**src/rtl/axil_reg_responder_pkg.sv**
```systemverilog
`default_nettype none
// +----------------------------------------------------------------------------+
// | Module   : axil_pkg                                                         |
// | Brief    : Response codes, FSM state types and range-response helper.      |
// |            Optional macro AXIL_OOR_SLVERR_EN selects SLVERR for OOR access. |
// | Revision : 1.0                                                              |
// +----------------------------------------------------------------------------+
package axil_pkg;

  localparam logic [1:0] AXIL_RESP_OKAY   = 2'b00;
  localparam logic [1:0] AXIL_RESP_SLVERR = 2'b10;

  typedef enum logic [0:0] {
    W_IDLE = 1'b0,
    W_RESP = 1'b1
  } wr_state_t;

  typedef enum logic [0:0] {
    R_IDLE = 1'b0,
    R_RESP = 1'b1
  } rd_state_t;

`ifdef AXIL_OOR_SLVERR_EN
  localparam logic c_oor_slverr = 1'b1;
`else
  localparam logic c_oor_slverr = 1'b0;
`endif

  function automatic logic [1:0] range_resp(input logic oor);
    return (oor && c_oor_slverr) ? AXIL_RESP_SLVERR : AXIL_RESP_OKAY;
  endfunction

endpackage
`default_nettype wire

```
**src/rtl/axil_reg_responder_if.sv**
```systemverilog
`default_nettype none
// +----------------------------------------------------------------------------+
// | Module   : axil_reg_responder_if                                            |
// | Brief    : AXI4-Lite bus bundle with master and slave modports.             |
// | Revision : 1.0                                                              |
// +----------------------------------------------------------------------------+
interface axil_reg_responder_if #(
  parameter int DATA_WIDTH = 32,
  parameter int ADDR_WIDTH = 8,
  parameter int STRB_WIDTH = DATA_WIDTH / 8
) ();

  logic [ADDR_WIDTH-1:0] awaddr;
  logic                  awvalid;
  logic                  awready;
  logic [DATA_WIDTH-1:0] wdata;
  logic [STRB_WIDTH-1:0] wstrb;
  logic                  wvalid;
  logic                  wready;
  logic [1:0]            bresp;
  logic                  bvalid;
  logic                  bready;
  logic [ADDR_WIDTH-1:0] araddr;
  logic                  arvalid;
  logic                  arready;
  logic [DATA_WIDTH-1:0] rdata;
  logic [1:0]            rresp;
  logic                  rvalid;
  logic                  rready;

  modport master (
    output awaddr, awvalid, wdata, wstrb, wvalid, bready, araddr, arvalid, rready,
    input  awready, wready, bresp, bvalid, arready, rdata, rresp, rvalid
  );

  modport slave (
    input  awaddr, awvalid, wdata, wstrb, wvalid, bready, araddr, arvalid, rready,
    output awready, wready, bresp, bvalid, arready, rdata, rresp, rvalid
  );

endinterface
`default_nettype wire

```
**src/rtl/axil_reg_responder_regfile.sv**
```systemverilog
`default_nettype none
// +----------------------------------------------------------------------------+
// | Module   : axil_regfile                                                     |
// | Brief    : Word register file, byte-strobed write, registered bus read and  |
// |            combinational user read, asynchronous clear.                     |
// | Revision : 1.0                                                              |
// +----------------------------------------------------------------------------+
module axil_regfile #(
  parameter int DATA_WIDTH = 32,
  parameter int NUM_REGS   = 16,
  parameter int STRB_WIDTH = DATA_WIDTH / 8,
  parameter int IDX_W      = $clog2(NUM_REGS)
) (
  input  logic                  clk,
  input  logic                  rst_n,
  input  logic                  wr_en,
  input  logic [IDX_W-1:0]      wr_idx,
  input  logic [DATA_WIDTH-1:0] wr_data,
  input  logic [STRB_WIDTH-1:0] wr_strb,
  input  logic                  rd_en,
  input  logic                  rd_clr,
  input  logic [IDX_W-1:0]      rd_idx,
  output logic [DATA_WIDTH-1:0] bus_rdata,
  input  logic [IDX_W-1:0]      usr_idx,
  output logic [DATA_WIDTH-1:0] usr_rdata
);

  localparam logic [IDX_W:0] c_num_regs = (IDX_W + 1)'(NUM_REGS);

  logic [DATA_WIDTH-1:0] r_mem [NUM_REGS];
  logic [DATA_WIDTH-1:0] r_bus_rdata;

  always_ff @(posedge clk or negedge rst_n) begin
    if (!rst_n) begin
      for (int i = 0; i < NUM_REGS; i++) r_mem[i] <= '0;
    end else if (wr_en) begin
      for (int b = 0; b < STRB_WIDTH; b++) begin
        if (wr_strb[b]) r_mem[wr_idx][b*8 +: 8] <= wr_data[b*8 +: 8];
      end
    end
  end

  // Sampled on the same edge as a write, so a colliding read sees the old word.
  always_ff @(posedge clk or negedge rst_n) begin
    if (!rst_n) begin
      r_bus_rdata <= '0;
    end else if (rd_en) begin
      r_bus_rdata <= rd_clr ? '0 : r_mem[rd_idx];
    end
  end

  assign bus_rdata = r_bus_rdata;
  assign usr_rdata = ({1'b0, usr_idx} < c_num_regs) ? r_mem[usr_idx] : '0;

endmodule
`default_nettype wire

```
**src/rtl/axil_reg_responder.sv**
```systemverilog
`default_nettype none
// +----------------------------------------------------------------------------+
// | Module   : axil_reg_responder                                               |
// | Brief    : AXI4-Lite register responder with user read port and write pulse.|
// |            Macro AXIL_OOR_SLVERR_EN: out-of-range accesses answer SLVERR.   |
// | Revision : 1.0                                                              |
// +----------------------------------------------------------------------------+
module axil_reg_responder
  import axil_pkg::*;
#(
  parameter int DATA_WIDTH = 32,
  parameter int ADDR_WIDTH = 8,
  parameter int STRB_WIDTH = DATA_WIDTH / 8,
  parameter int NUM_REGS   = 16
) (
  input  logic                        clk,
  input  logic                        rst_n,
  axil_reg_responder_if.slave         s_axil,
  input  logic [$clog2(NUM_REGS)-1:0] usr_raddr,
  output logic [DATA_WIDTH-1:0]       usr_rdata,
  output logic                        wr_pulse,
  output logic [$clog2(NUM_REGS)-1:0] wr_index
);

  localparam int IDX_W  = $clog2(NUM_REGS);
  localparam int AIDX_W = ADDR_WIDTH - 2;
  localparam logic [AIDX_W:0] c_num_regs = (AIDX_W + 1)'(NUM_REGS);

  // ---------------- write channel ----------------
  wr_state_t             r_wstate, w_wstate_nxt;
  logic                  r_aw_done, r_w_done;
  logic [ADDR_WIDTH-1:0] r_awaddr;
  logic [DATA_WIDTH-1:0] r_wdata;
  logic [STRB_WIDTH-1:0] r_wstrb;
  logic [1:0]            r_bresp;
  logic                  r_wr_pulse;
  logic [IDX_W-1:0]      r_wr_index;

  logic                  w_aw_hs, w_w_hs, w_commit, w_wr_oor;
  logic [ADDR_WIDTH-1:0] w_waddr;
  logic [DATA_WIDTH-1:0] w_wdata;
  logic [STRB_WIDTH-1:0] w_wstrb;
  logic [AIDX_W-1:0]     w_widx;

  assign s_axil.awready = (r_wstate == W_IDLE) && !r_aw_done;
  assign s_axil.wready  = (r_wstate == W_IDLE) && !r_w_done;
  assign s_axil.bvalid  = (r_wstate == W_RESP);
  assign s_axil.bresp   = r_bresp;

  assign w_aw_hs = s_axil.awvalid && s_axil.awready;
  assign w_w_hs  = s_axil.wvalid && s_axil.wready;

  // Whichever half arrives second is used straight off the bus.
  assign w_waddr  = r_aw_done ? r_awaddr : s_axil.awaddr;
  assign w_wdata  = r_w_done ? r_wdata : s_axil.wdata;
  assign w_wstrb  = r_w_done ? r_wstrb : s_axil.wstrb;
  assign w_widx   = w_waddr[ADDR_WIDTH-1:2];
  assign w_wr_oor = ({1'b0, w_widx} >= c_num_regs);
  assign w_commit = (r_wstate == W_IDLE) && (r_aw_done || w_aw_hs) && (r_w_done || w_w_hs);

  always_ff @(posedge clk or negedge rst_n) begin
    if (!rst_n) r_wstate <= W_IDLE;
    else        r_wstate <= w_wstate_nxt;
  end

  always_comb begin
    w_wstate_nxt = r_wstate;
    case (r_wstate)
      W_IDLE:  if (w_commit) w_wstate_nxt = W_RESP;
      W_RESP:  if (s_axil.bready) w_wstate_nxt = W_IDLE;
      default: w_wstate_nxt = W_IDLE;
    endcase
  end

  always_ff @(posedge clk or negedge rst_n) begin
    if (!rst_n) begin
      r_aw_done  <= 1'b0;
      r_w_done   <= 1'b0;
      r_awaddr   <= '0;
      r_wdata    <= '0;
      r_wstrb    <= '0;
      r_bresp    <= AXIL_RESP_OKAY;
      r_wr_pulse <= 1'b0;
      r_wr_index <= '0;
    end else begin
      r_wr_pulse <= w_commit && !w_wr_oor;
      if (w_commit) begin
        r_aw_done  <= 1'b0;
        r_w_done   <= 1'b0;
        r_bresp    <= range_resp(w_wr_oor);
        r_wr_index <= w_widx[IDX_W-1:0];
      end else begin
        if (w_aw_hs) begin
          r_aw_done <= 1'b1;
          r_awaddr  <= s_axil.awaddr;
        end
        if (w_w_hs) begin
          r_w_done <= 1'b1;
          r_wdata  <= s_axil.wdata;
          r_wstrb  <= s_axil.wstrb;
        end
      end
    end
  end

  assign wr_pulse = r_wr_pulse;
  assign wr_index = r_wr_index;

  // ---------------- read channel ----------------
  rd_state_t         r_rstate, w_rstate_nxt;
  logic [1:0]        r_rresp;
  logic              w_ar_hs, w_rd_oor;
  logic [AIDX_W-1:0] w_ridx;

  assign s_axil.arready = (r_rstate == R_IDLE);
  assign s_axil.rvalid  = (r_rstate == R_RESP);
  assign s_axil.rresp   = r_rresp;

  assign w_ar_hs  = s_axil.arvalid && s_axil.arready;
  assign w_ridx   = s_axil.araddr[ADDR_WIDTH-1:2];
  assign w_rd_oor = ({1'b0, w_ridx} >= c_num_regs);

  always_ff @(posedge clk or negedge rst_n) begin
    if (!rst_n) r_rstate <= R_IDLE;
    else        r_rstate <= w_rstate_nxt;
  end

  always_comb begin
    w_rstate_nxt = r_rstate;
    case (r_rstate)
      R_IDLE:  if (w_ar_hs) w_rstate_nxt = R_RESP;
      R_RESP:  if (s_axil.rready) w_rstate_nxt = R_IDLE;
      default: w_rstate_nxt = R_IDLE;
    endcase
  end

  always_ff @(posedge clk or negedge rst_n) begin
    if (!rst_n)       r_rresp <= AXIL_RESP_OKAY;
    else if (w_ar_hs) r_rresp <= range_resp(w_rd_oor);
  end

  axil_regfile #(
    .DATA_WIDTH (DATA_WIDTH),
    .NUM_REGS   (NUM_REGS),
    .STRB_WIDTH (STRB_WIDTH),
    .IDX_W      (IDX_W)
  ) u_regfile (
    .clk       (clk),
    .rst_n     (rst_n),
    .wr_en     (w_commit && !w_wr_oor),
    .wr_idx    (w_widx[IDX_W-1:0]),
    .wr_data   (w_wdata),
    .wr_strb   (w_wstrb),
    .rd_en     (w_ar_hs),
    .rd_clr    (w_rd_oor),
    .rd_idx    (w_ridx[IDX_W-1:0]),
    .bus_rdata (s_axil.rdata),
    .usr_idx   (usr_raddr),
    .usr_rdata (usr_rdata)
  );

  // Byte-lane address bits carry no meaning for word registers.
  logic w_unused;
  assign w_unused = &{1'b0, w_waddr[1:0], s_axil.araddr[1:0]};

endmodule
`default_nettype wire

```
**src/flat_wrapper.sv**
```systemverilog
// flat-port wrapper written by rule: the top's interface ports become plain ports
module axil_reg_responder_flat import axil_pkg::*;
#(
  parameter int DATA_WIDTH = 32,
  parameter int ADDR_WIDTH = 8,
  parameter int STRB_WIDTH = DATA_WIDTH / 8,
  parameter int NUM_REGS   = 16
)
  (clk, rst_n, usr_raddr, usr_rdata, wr_pulse, wr_index, s_axil_awaddr, s_axil_awvalid, s_axil_wdata, s_axil_wstrb, s_axil_wvalid, s_axil_bready, s_axil_araddr, s_axil_arvalid, s_axil_rready, s_axil_awready, s_axil_wready, s_axil_bresp, s_axil_bvalid, s_axil_arready, s_axil_rdata, s_axil_rresp, s_axil_rvalid);
  axil_reg_responder_if #(.DATA_WIDTH(DATA_WIDTH), .ADDR_WIDTH(ADDR_WIDTH), .STRB_WIDTH(STRB_WIDTH)) s_axil_i ();
  input  logic clk;
  input  logic rst_n;
  input  logic [$clog2(NUM_REGS)-1:0] usr_raddr;
  output logic [DATA_WIDTH-1:0] usr_rdata;
  output logic wr_pulse;
  output logic [$clog2(NUM_REGS)-1:0] wr_index;
  input wire logic [$bits(s_axil_i.awaddr)-1:0] s_axil_awaddr;
  input wire logic [$bits(s_axil_i.awvalid)-1:0] s_axil_awvalid;
  input wire logic [$bits(s_axil_i.wdata)-1:0] s_axil_wdata;
  input wire logic [$bits(s_axil_i.wstrb)-1:0] s_axil_wstrb;
  input wire logic [$bits(s_axil_i.wvalid)-1:0] s_axil_wvalid;
  input wire logic [$bits(s_axil_i.bready)-1:0] s_axil_bready;
  input wire logic [$bits(s_axil_i.araddr)-1:0] s_axil_araddr;
  input wire logic [$bits(s_axil_i.arvalid)-1:0] s_axil_arvalid;
  input wire logic [$bits(s_axil_i.rready)-1:0] s_axil_rready;
  output wire logic [$bits(s_axil_i.awready)-1:0] s_axil_awready;
  output wire logic [$bits(s_axil_i.wready)-1:0] s_axil_wready;
  output wire logic [$bits(s_axil_i.bresp)-1:0] s_axil_bresp;
  output wire logic [$bits(s_axil_i.bvalid)-1:0] s_axil_bvalid;
  output wire logic [$bits(s_axil_i.arready)-1:0] s_axil_arready;
  output wire logic [$bits(s_axil_i.rdata)-1:0] s_axil_rdata;
  output wire logic [$bits(s_axil_i.rresp)-1:0] s_axil_rresp;
  output wire logic [$bits(s_axil_i.rvalid)-1:0] s_axil_rvalid;
  assign s_axil_i.awaddr = s_axil_awaddr;
  assign s_axil_i.awvalid = s_axil_awvalid;
  assign s_axil_i.wdata = s_axil_wdata;
  assign s_axil_i.wstrb = s_axil_wstrb;
  assign s_axil_i.wvalid = s_axil_wvalid;
  assign s_axil_i.bready = s_axil_bready;
  assign s_axil_i.araddr = s_axil_araddr;
  assign s_axil_i.arvalid = s_axil_arvalid;
  assign s_axil_i.rready = s_axil_rready;
  assign s_axil_awready = s_axil_i.awready;
  assign s_axil_wready = s_axil_i.wready;
  assign s_axil_bresp = s_axil_i.bresp;
  assign s_axil_bvalid = s_axil_i.bvalid;
  assign s_axil_arready = s_axil_i.arready;
  assign s_axil_rdata = s_axil_i.rdata;
  assign s_axil_rresp = s_axil_i.rresp;
  assign s_axil_rvalid = s_axil_i.rvalid;
  axil_reg_responder #(.DATA_WIDTH(DATA_WIDTH), .ADDR_WIDTH(ADDR_WIDTH), .STRB_WIDTH(STRB_WIDTH), .NUM_REGS(NUM_REGS)) u_core (.clk(clk), .rst_n(rst_n), .s_axil(s_axil_i), .usr_raddr(usr_raddr), .usr_rdata(usr_rdata), .wr_pulse(wr_pulse), .wr_index(wr_index));
endmodule
```
**config.mk**
```make
export PLATFORM = sky130hd
export DESIGN_NAME = axil_reg_responder_flat
export DESIGN_NICKNAME = d
export VERILOG_FILES = /design/src/rtl/axil_reg_responder_pkg.sv /design/src/rtl/axil_reg_responder_if.sv /design/src/rtl/axil_reg_responder_regfile.sv /design/src/rtl/axil_reg_responder.sv /design/src/flat_wrapper.sv
export SDC_FILE = /design/constraint.sdc
export NUM_CORES = 1
export LEC_CHECK = 0
export ABC_AREA = 1
export CAP_MARGIN = 0
export CORE_MARGIN = 5
export CORE_UTILIZATION = 60
export CTS_BUF_LIST = sky130_fd_sc_hd__clkbuf_4
export DETAILED_ROUTE_END_ITERATION = 10
export PLACE_DENSITY_LB_ADDON = 0.05
export SYNTH_ARGS = -nofsm -noshare
export SYNTH_HDL_FRONTEND = slang
export SYNTH_SLANG_ARGS = --single-unit
```
**constraint.sdc**
```tcl
create_clock -name clk -period 4.4 [get_ports clk]
set_clock_uncertainty 0.15 [all_clocks]
set_input_delay 0.88 -clock clk [delete_from_list [all_inputs] [get_ports clk]]
set_output_delay 0.88 -clock clk [all_outputs]
set_load 0.005 [all_outputs]
```
* Yosys cells after proc, flatten, opt, wreduce, memory -nomap -nowiden
Index checks and enable logic that the tools add are counted.
** Word-level totals
- Output and inout bits :: 78
- Register bits after elaboration :: 597
- Logic and storage cells :: 95
** Operators by class
- Order comparisons :: 6
- Bitwise gates (word level) :: 6
- Mux-type cells :: 39
- Reduce and logical (&&, ||, !) cells :: 18
** Operators by type and width (count)
- $mux W512 :: 7
- $bwmux W512 :: 4
- $demux W32 S4 :: 4
- $bmux W32 S4 :: 2
- $mux W32 :: 7
- $mux W24 :: 1
- $mux W16 :: 1
- $mux W8 :: 2
- $ge A5 B5 Y1 const B :: 3
- $not A4 Y5 :: 3
- $ge A6 B5 Y1 const B :: 2
- $logic_and A1 B1 Y1 :: 9
- $mux W1 :: 8
- $lt A5 B1 Y1 const B :: 1
- $mux W4 :: 1
- $pmux W1 S2 :: 2
- $reduce_and A2 Y1 :: 2
- $reduce_bool A2 Y1 :: 2
- $logic_not A1 Y1 :: 3
- $not A1 Y1 :: 3
- $logic_or A1 B1 Y1 :: 2

* Depth between registers and ports, before layout
Gate-level depths: netlist of the first run.
- Depth in word-level cells :: 17
- Gate-level depth with buffers :: 14
- Gate-level depth less buffers :: 11

* Hierarchy
A second synthesis of the first run with hierarchy kept.
** Unflattened totals
- Cells, all modules :: 4724
- Area total of the unflattened synthesis :: 33193.1 µm²
** Modules (own cells, without submodules)
- axil_regfile :: cells each 4359, times used 1, area an instance 30590.6 µm²
- axil_reg_responder :: cells each 365, times used 1, area an instance 2602.5 µm²

* Least setup slack after synthesis of the first run
OpenSTA, ideal clock, no wires.
- Kind :: input -> output
- From :: input usr_raddr[0]
- To :: output usr_rdata[5]
- Required time :: 3.370 ns
- Data arrival time :: 2.136 ns
- Cell stages on the path :: 8
- Setup slack :: 1.234 ns
- Cell sequence :: clkbuf_1 buf_2 clkbuf_1 clkbuf_1 o211ai_1 nand3_1 nand3_1 nand2_1
** Between the ends
- Cells in the longest elaborated chain, start to end :: 4
** RTL lines
- start: declaration :: line flat_wrapper.sv:13 : input logic [$clog2(NUM_REGS)-1:0] usr_raddr;
- $not A4 Y5 (implied by the code) :: line axil_reg_responder_regfile.sv:53 : assign usr_rdata = ({1'b0, usr_idx} < c_num_regs) ? r_mem[usr_idx] : '0;
- $bmux W32 S4 :: line axil_reg_responder_regfile.sv:53
- $mux W32 (implied by the code) (2 in series) :: line axil_reg_responder_regfile.sv:53
- end: declaration :: line flat_wrapper.sv:14 : output logic [DATA_WIDTH-1:0] usr_rdata;
Every way passes these cells. The select of a mux whose other input is x is not followed.

* Worst setup path in the final report of the first run
- From :: input usr_raddr[0]
- To :: output usr_rdata[26]
Same word-level chain as after synthesis.

==> flow_summary.ini, run 1 <==
[place]
dp.cells = 5519
port_buffers = 132
gp_congestion = 0.904
dp_slack_ns = 0.610
place_hpwl_microns = 69300

[power]
powerDensity_nw_per_um2 = 529
power_frac_comb_pct = 32.2
power.internal_mw = 12.2
clock_power_share_pct = 24.7
ir_drop_v = 0.000480
swShare_pct = 39.9
power_mw = 20.3
p_leak_nw = 19.5
power.switching_mw = 8.08
p_seq_share_pct = 43.1

[clock_network]
clk_pin_slew_ns = 0.07
h-tree-depth = 4
cts.path.max_buffers = 3
cts_setup_buffers = 0
numCtsBuffers = 166
cts_tree = built
clock_sinks = 595
clk-insertion-delay-late_ns = 1.04
clockRootBuffer = clkbuf_4

[global_routing]
grt_pass1_wl_microns = 177000
grt_max_degree = 129
grt.met2_usage_pct = 53.5
antenna_found_initial = 2
gr-usage-all-layers_pct = 35.8
gr-usage-met3_pct = 9.04
grt_use_met1_pct = 49.7
grt_pass1_vias = 31000
busiest_layer = met2
grt-ovfl-total = 0

[floorplan]
die_area_sq_um = 62000
io_pins = 141
die_h_microns = 249
core_area_sq_um = 56500
core.rowCount = 87
start_util_pct = 60.7
die_w_microns = 249

[detailed_routing]
wl_per_cell_microns = 19.6
drt_pass1_iterations = 6
drc = 0
via_count = 33900
wl_microns = 114000
drtAntennaViolNets = 0
drt_first_iter_violations = 4538
vias_per_cell = 5.84

[outcome]
status = complete, no violations

[sta]
setup_viol = 0
finalSetupTns_ns = 0
final_max_slew_viol_count = 0
timing.final.ws_setup_ns = 0.609
tightest_slew_ns = 1.12
finalCriticalPeriod_ns = 3.79
finalHoldViolCount = 0
layout_worst_path_cycle_share_pct = 86.2
slew_headroom_pct = 25.3
rsz0062_at_grt = false
max_freq_mhz = 264

[worst_setup_path]
setup.worst_path.end_class = primary output
cp_data_arrival_time_ns = 2.76
crit_fanout = 49
crit_path_start_kind = input pin
slowest_stage = clkdlybuf4s50_1
critPathLaunch = usr_raddr[0]
cp_cell_sequence = buf_8 > buf_12 > buf_4 > o211ai_1 > nand3_1 > nand3_1 > nand2_1 > clkdlybuf4s50_1
cp.required_ns = 3.37
worstReg2RegStart = u_core.r_w_done
cpMostUsedCell = nand3_1
worstSetupPathType = input pin to primary output
slowest_delay_ns = 0.53

[logic_synthesis]
avgSynthCellArea_sq_um = 7.12
ys_ff_latch = 595
syn-cell-area_sq_um = 34300
yosysUniqueCellTypes = 30
synth_ff_type = dfrtp_1
async_flop_share_pct = 100
synth-edff-count = 0
yosysSeqAreaShare_pct = 43.4
synth_cells = 4813
ys_warn_count = 0

[layout]
multi_input_area_sq_um = 16600
seqCellArea_sq_um = 14900
finish.utilization_pct = 67.8
drive_gt1_share_pct = 11.2
fill_cells = 5075
stdcell_count = 5804
nets = 4995
syn_to_final_growth_pct = 11.7
layout_commonest_cell = nand2_1
most-common-layout-cells = nand2_1 (2063), nand3_1 (644), dfrtp_1 (594)

[worst_hold_path]
min_from = s_axil_bready
min_path_type = input pin to register

[flow_run]
cap_violations = 0
==> what timing repair did <==
item	in CTS	in global routing
gates resized for setup	0	0
endpoints found under the hold margin	67	0
hold buffers	1	0
==> metrics by stage <==
| stage | area, sq um | hold slack (ns) |
|---|---|---|
| after CTS | 38300 | 0.209 |
| final | 38300 | 0.261 |
| after floorplan | 34300 | 0.303 |
| after global placement | 36200 | 0.311 |
| after detailed placement | 36200 | 0.315 |
| after global routing | 38300 | 0.288 |
==> cell usage after synthesis, drive strengths merged, types with 3 or more instances <==
master  number  share of area, %
nand2     2099                24
o21ai      477               7.6
nor2        61               1.6
o211ai     128               2.8
clkbuf     165               1.8
a21oi      128               1.9
dfrtp      595                43
buf        137               2.6
inv        342               3.8
clkinv       3             0.044
nand3      676                11
==> path summary, 6_finish.rpt <==
path / endpoint / slack (ns) / cells after the start
worst max-delay path: usr_rdata[26] / 0.61 / 8
worst min-delay path: u_core.s_axil.bvalid / 0.26 / 2
worst max register to register: u_core.u_regfile.r_mem[459] / 1.36 / 8
worst min register to register: u_core.u_regfile.bus_rdata[5] / 0.32 / 2
max in group asynchronous: u_core.u_regfile.r_mem[444] / 2.72 / 4
min in group asynchronous: u_core.u_regfile.r_mem[441] / 0.32 / 2
==> state kept, by name, summed over array words and instances, names as in the netlist <==
register,cells
u_core.r_aw_done,1
u_core.u_regfile.bus_rdata,32
u_core.r_awaddr,6
u_core.wr_index,4
u_core.s_axil.rvalid,1
u_core.r_wdata,32
u_core.r_wstrb,4
u_core.s_axil.bvalid,1
u_core.u_regfile.r_mem,512
u_core.r_w_done,1
u_core.wr_pulse,1
==> area by class of cell <==
| type | instances | area share [%] |
|---|---|---|
| Antenna cell | 5 | 0.0327 |
| Clock buffer | 258 | 5.06 |
| Clock inverter | 21 | 0.209 |
| Inverter | 345 | 3.44 |
| Multi-Input combinational cell | 3574 | 43.3 |
| Sequential cell | 595 | 38.9 |
| Tap cell | 756 | 2.47 |
| Timing Repair Buffer | 250 | 6.54 |
==> worst max-delay path: cells and delay by family <==
family          cells  cell delay [ns]
compound gates      1             0.12
simple gates        3             0.42
buf+inv             4             1.29
==> cells by family (layout without fill, tap and decap cells) <==
kind of cell	count (synthesis)	count (layout)	share of synthesized area, %
buf+inv	647	874	8.19
compound gates	733	733	12.3
flops	595	595	43.4
other cells	1	9	0.0109
simple gates	2837	2837	36.1
==> power by group through the flow <==
stage / clock (mW) / combinational (mW) / sequential (mW)
after detailed placement: 0 / 6.40 / 8.74
after CTS: 5.06 / 6.42 / 8.67
after floorplan: 0 / 4.60 / 8.37
after global routing: 5.34 / 7.30 / 8.96
after global placement: 0 / 6.22 / 8.71
final: 5.01 / 6.51 / 8.73
==> layer usage <==
layer / routed length [microns] / part of all wire, % / vias to the layer above
li1: - / - / 15900
met1: 45000 / 39 / 15700
met2: 50200 / 44 / 2003
met3: 13800 / 12 / 327
met4: 4990 / 4.4 / 0
met5: 0 / 0 / -
(Power assumes the default switching activity.)
==> inputs of run 2 (changes only) <==
CORE_MARGIN = 1.5   (was 5)
CTS_BUF_LIST = not set   (was sky130_fd_sc_hd__clkbuf_4)
==> flow_summary.ini, run 2 (same netlist as run 1, synthesis figures left out) <==
[outcome]
status = complete, no violations

[clock_network]
cts_setup_buffers = 0
cts_tree = built
numCtsBuffers = 69
clock_sinks = 595
cts_hold_buf = 0
cts_resized = 0
clockRootBuffer = clkbuf_16
clk-insertion-delay-late_ns = 0.61
h-tree-depth = 3
cts.path.max_buffers = 3
clk_pin_slew_ns = 0.06

[power]
power_mw = 21.0
ir_drop_v = 0.000406
p_leak_nw = 19.3
powerDensity_nw_per_um2 = 545

[detailed_routing]
drt_first_iter_violations = 4282
vias_per_cell = 5.90
via_count = 33200
wl_microns = 112000
drc = 0
drtAntennaViolNets = 0
drt_pass1_iterations = 6
wl_per_cell_microns = 19.9

[floorplan]
die_w_microns = 242
die_h_microns = 242
core_area_sq_um = 56400
die_area_sq_um = 58600
start_util_pct = 60.8
core.rowCount = 87
io_pins = 141

[global_routing]
grt-ovfl-total = 0
grt_pass1_vias = 30400
grt_pass1_wl_microns = 175000
antenna_found_initial = 0
grt_max_degree = 129
gr-usage-all-layers_pct = 38.1

[layout]
drive_gt1_share_pct = 8.10
layout_commonest_cell = nand2_1
syn_to_final_growth_pct = 12.2
fill_cells = 4966
nets = 4888
largest_reg_flops = 512
multi_input_area_sq_um = 16600
finish.utilization_pct = 68.2
seqCellArea_sq_um = 14900
most-common-layout-cells = nand2_1 (2063), nand3_1 (644), dfrtp_1 (594)
regMostFlops = u_core.u_regfile.r_mem

[place]
gp_congestion = 0.908
port_buffers = 132
place_hpwl_microns = 68200

[worst_setup_path]
worstSetupPathType = input pin to primary output
crit_fanout = 60
cp_data_arrival_time_ns = 2.86
cp.required_ns = 3.37
crit_path_start_kind = input pin
setup.worst_path.end_class = primary output

[worst_hold_path]
min_path_type = input pin to asynchronous set/reset pin

[sta]
rsz0062_at_grt = false
layout_worst_path_cycle_share_pct = 88.3
finalCriticalPeriod_ns = 3.89
setup_viol = 0
final_max_slew_viol_count = 0
slew_headroom_pct = 15.9
max_freq_mhz = 257
finalHoldViolCount = 0
tightest_slew_ns = 1.26
finalSetupTns_ns = 0

[flow_run]
cap_violations = 0
run 2: stage by stage:
stage / hold slack [ns] / setup slack [ns] / cell area [sq um] / cells
2_1_floorplan: 0.303 / 1.23 / 34300 / 4816
3_3_place_gp: 0.312 / 0.574 / 36200 / 5510
3_5_place_dp: 0.315 / 0.562 / 36200 / 5510
4_1_cts: 0.216 / 0.560 / 38400 / 5631
5_1_grt: 0.262 / 0.497 / 38400 / 5631
6_report: 0.193 / 0.513 / 38400 / 5632
run 2: worst max-delay path, cell delays in order:
cell,delay [ns]
clkbuf_8,0.46
buf_4,0.40
o211ai_1,0.16
nand3_1,0.16
nand3_1,0.08
nand2_1,0.15
clkdlybuf4s50_1,0.54
run 2: per-layer routing:
| layer | share of wire, % | track usage, % | vias to the layer above |
|---|---|---|---|
| met3 | 11 | 8.19 | 310 |
| li1 | - | - | 15500 |
| met5 | 0 | 0 | - |
| met1 | 40 | 52.3 | 15500 |
| met4 | 4.6 | 17.1 | 0 |
| met2 | 45 | 58.3 | 1838 |
run 2: power by group:
group | leakage [nW] | switching [mW] | internal, mW
combinational | 11.1 | 4.20 | 2.25
clock | 1.10 | 2.34 | 3.41
sequential | 7.10 | 1.45 | 7.30
run 2: final cells by class:
type	count	area share, %
multi-input cells	3574	43.2
flip-flops and latches	595	38.7
repair buffers	240	6.38
clock buffers	110	5.53
inverters	345	3.43
well taps	756	2.46
clock inverters	11	0.273
diodes	1	0.00651
run 2: worst paths after layout:
kind / from / slack [ns] / cells past startpoint / endpoint
min reg2reg: u_core.u_regfile.bus_rdata[24] / 0.32 / 2 / u_core.u_regfile.bus_rdata[24]
max in group asynchronous: rst_n / 2.88 / 2 / u_core.u_regfile.r_mem[82]
max reg2reg: u_core.r_aw_done / 1.35 / 6 / u_core.u_regfile.r_mem[444]
min: rst_n / 0.19 / 1 / u_core.u_regfile.bus_rdata[3]
max: usr_raddr[1] / 0.51 / 7 / usr_rdata[11]
min in group clk: u_core.u_regfile.bus_rdata[24] / 0.32 / 2 / u_core.u_regfile.bus_rdata[24]
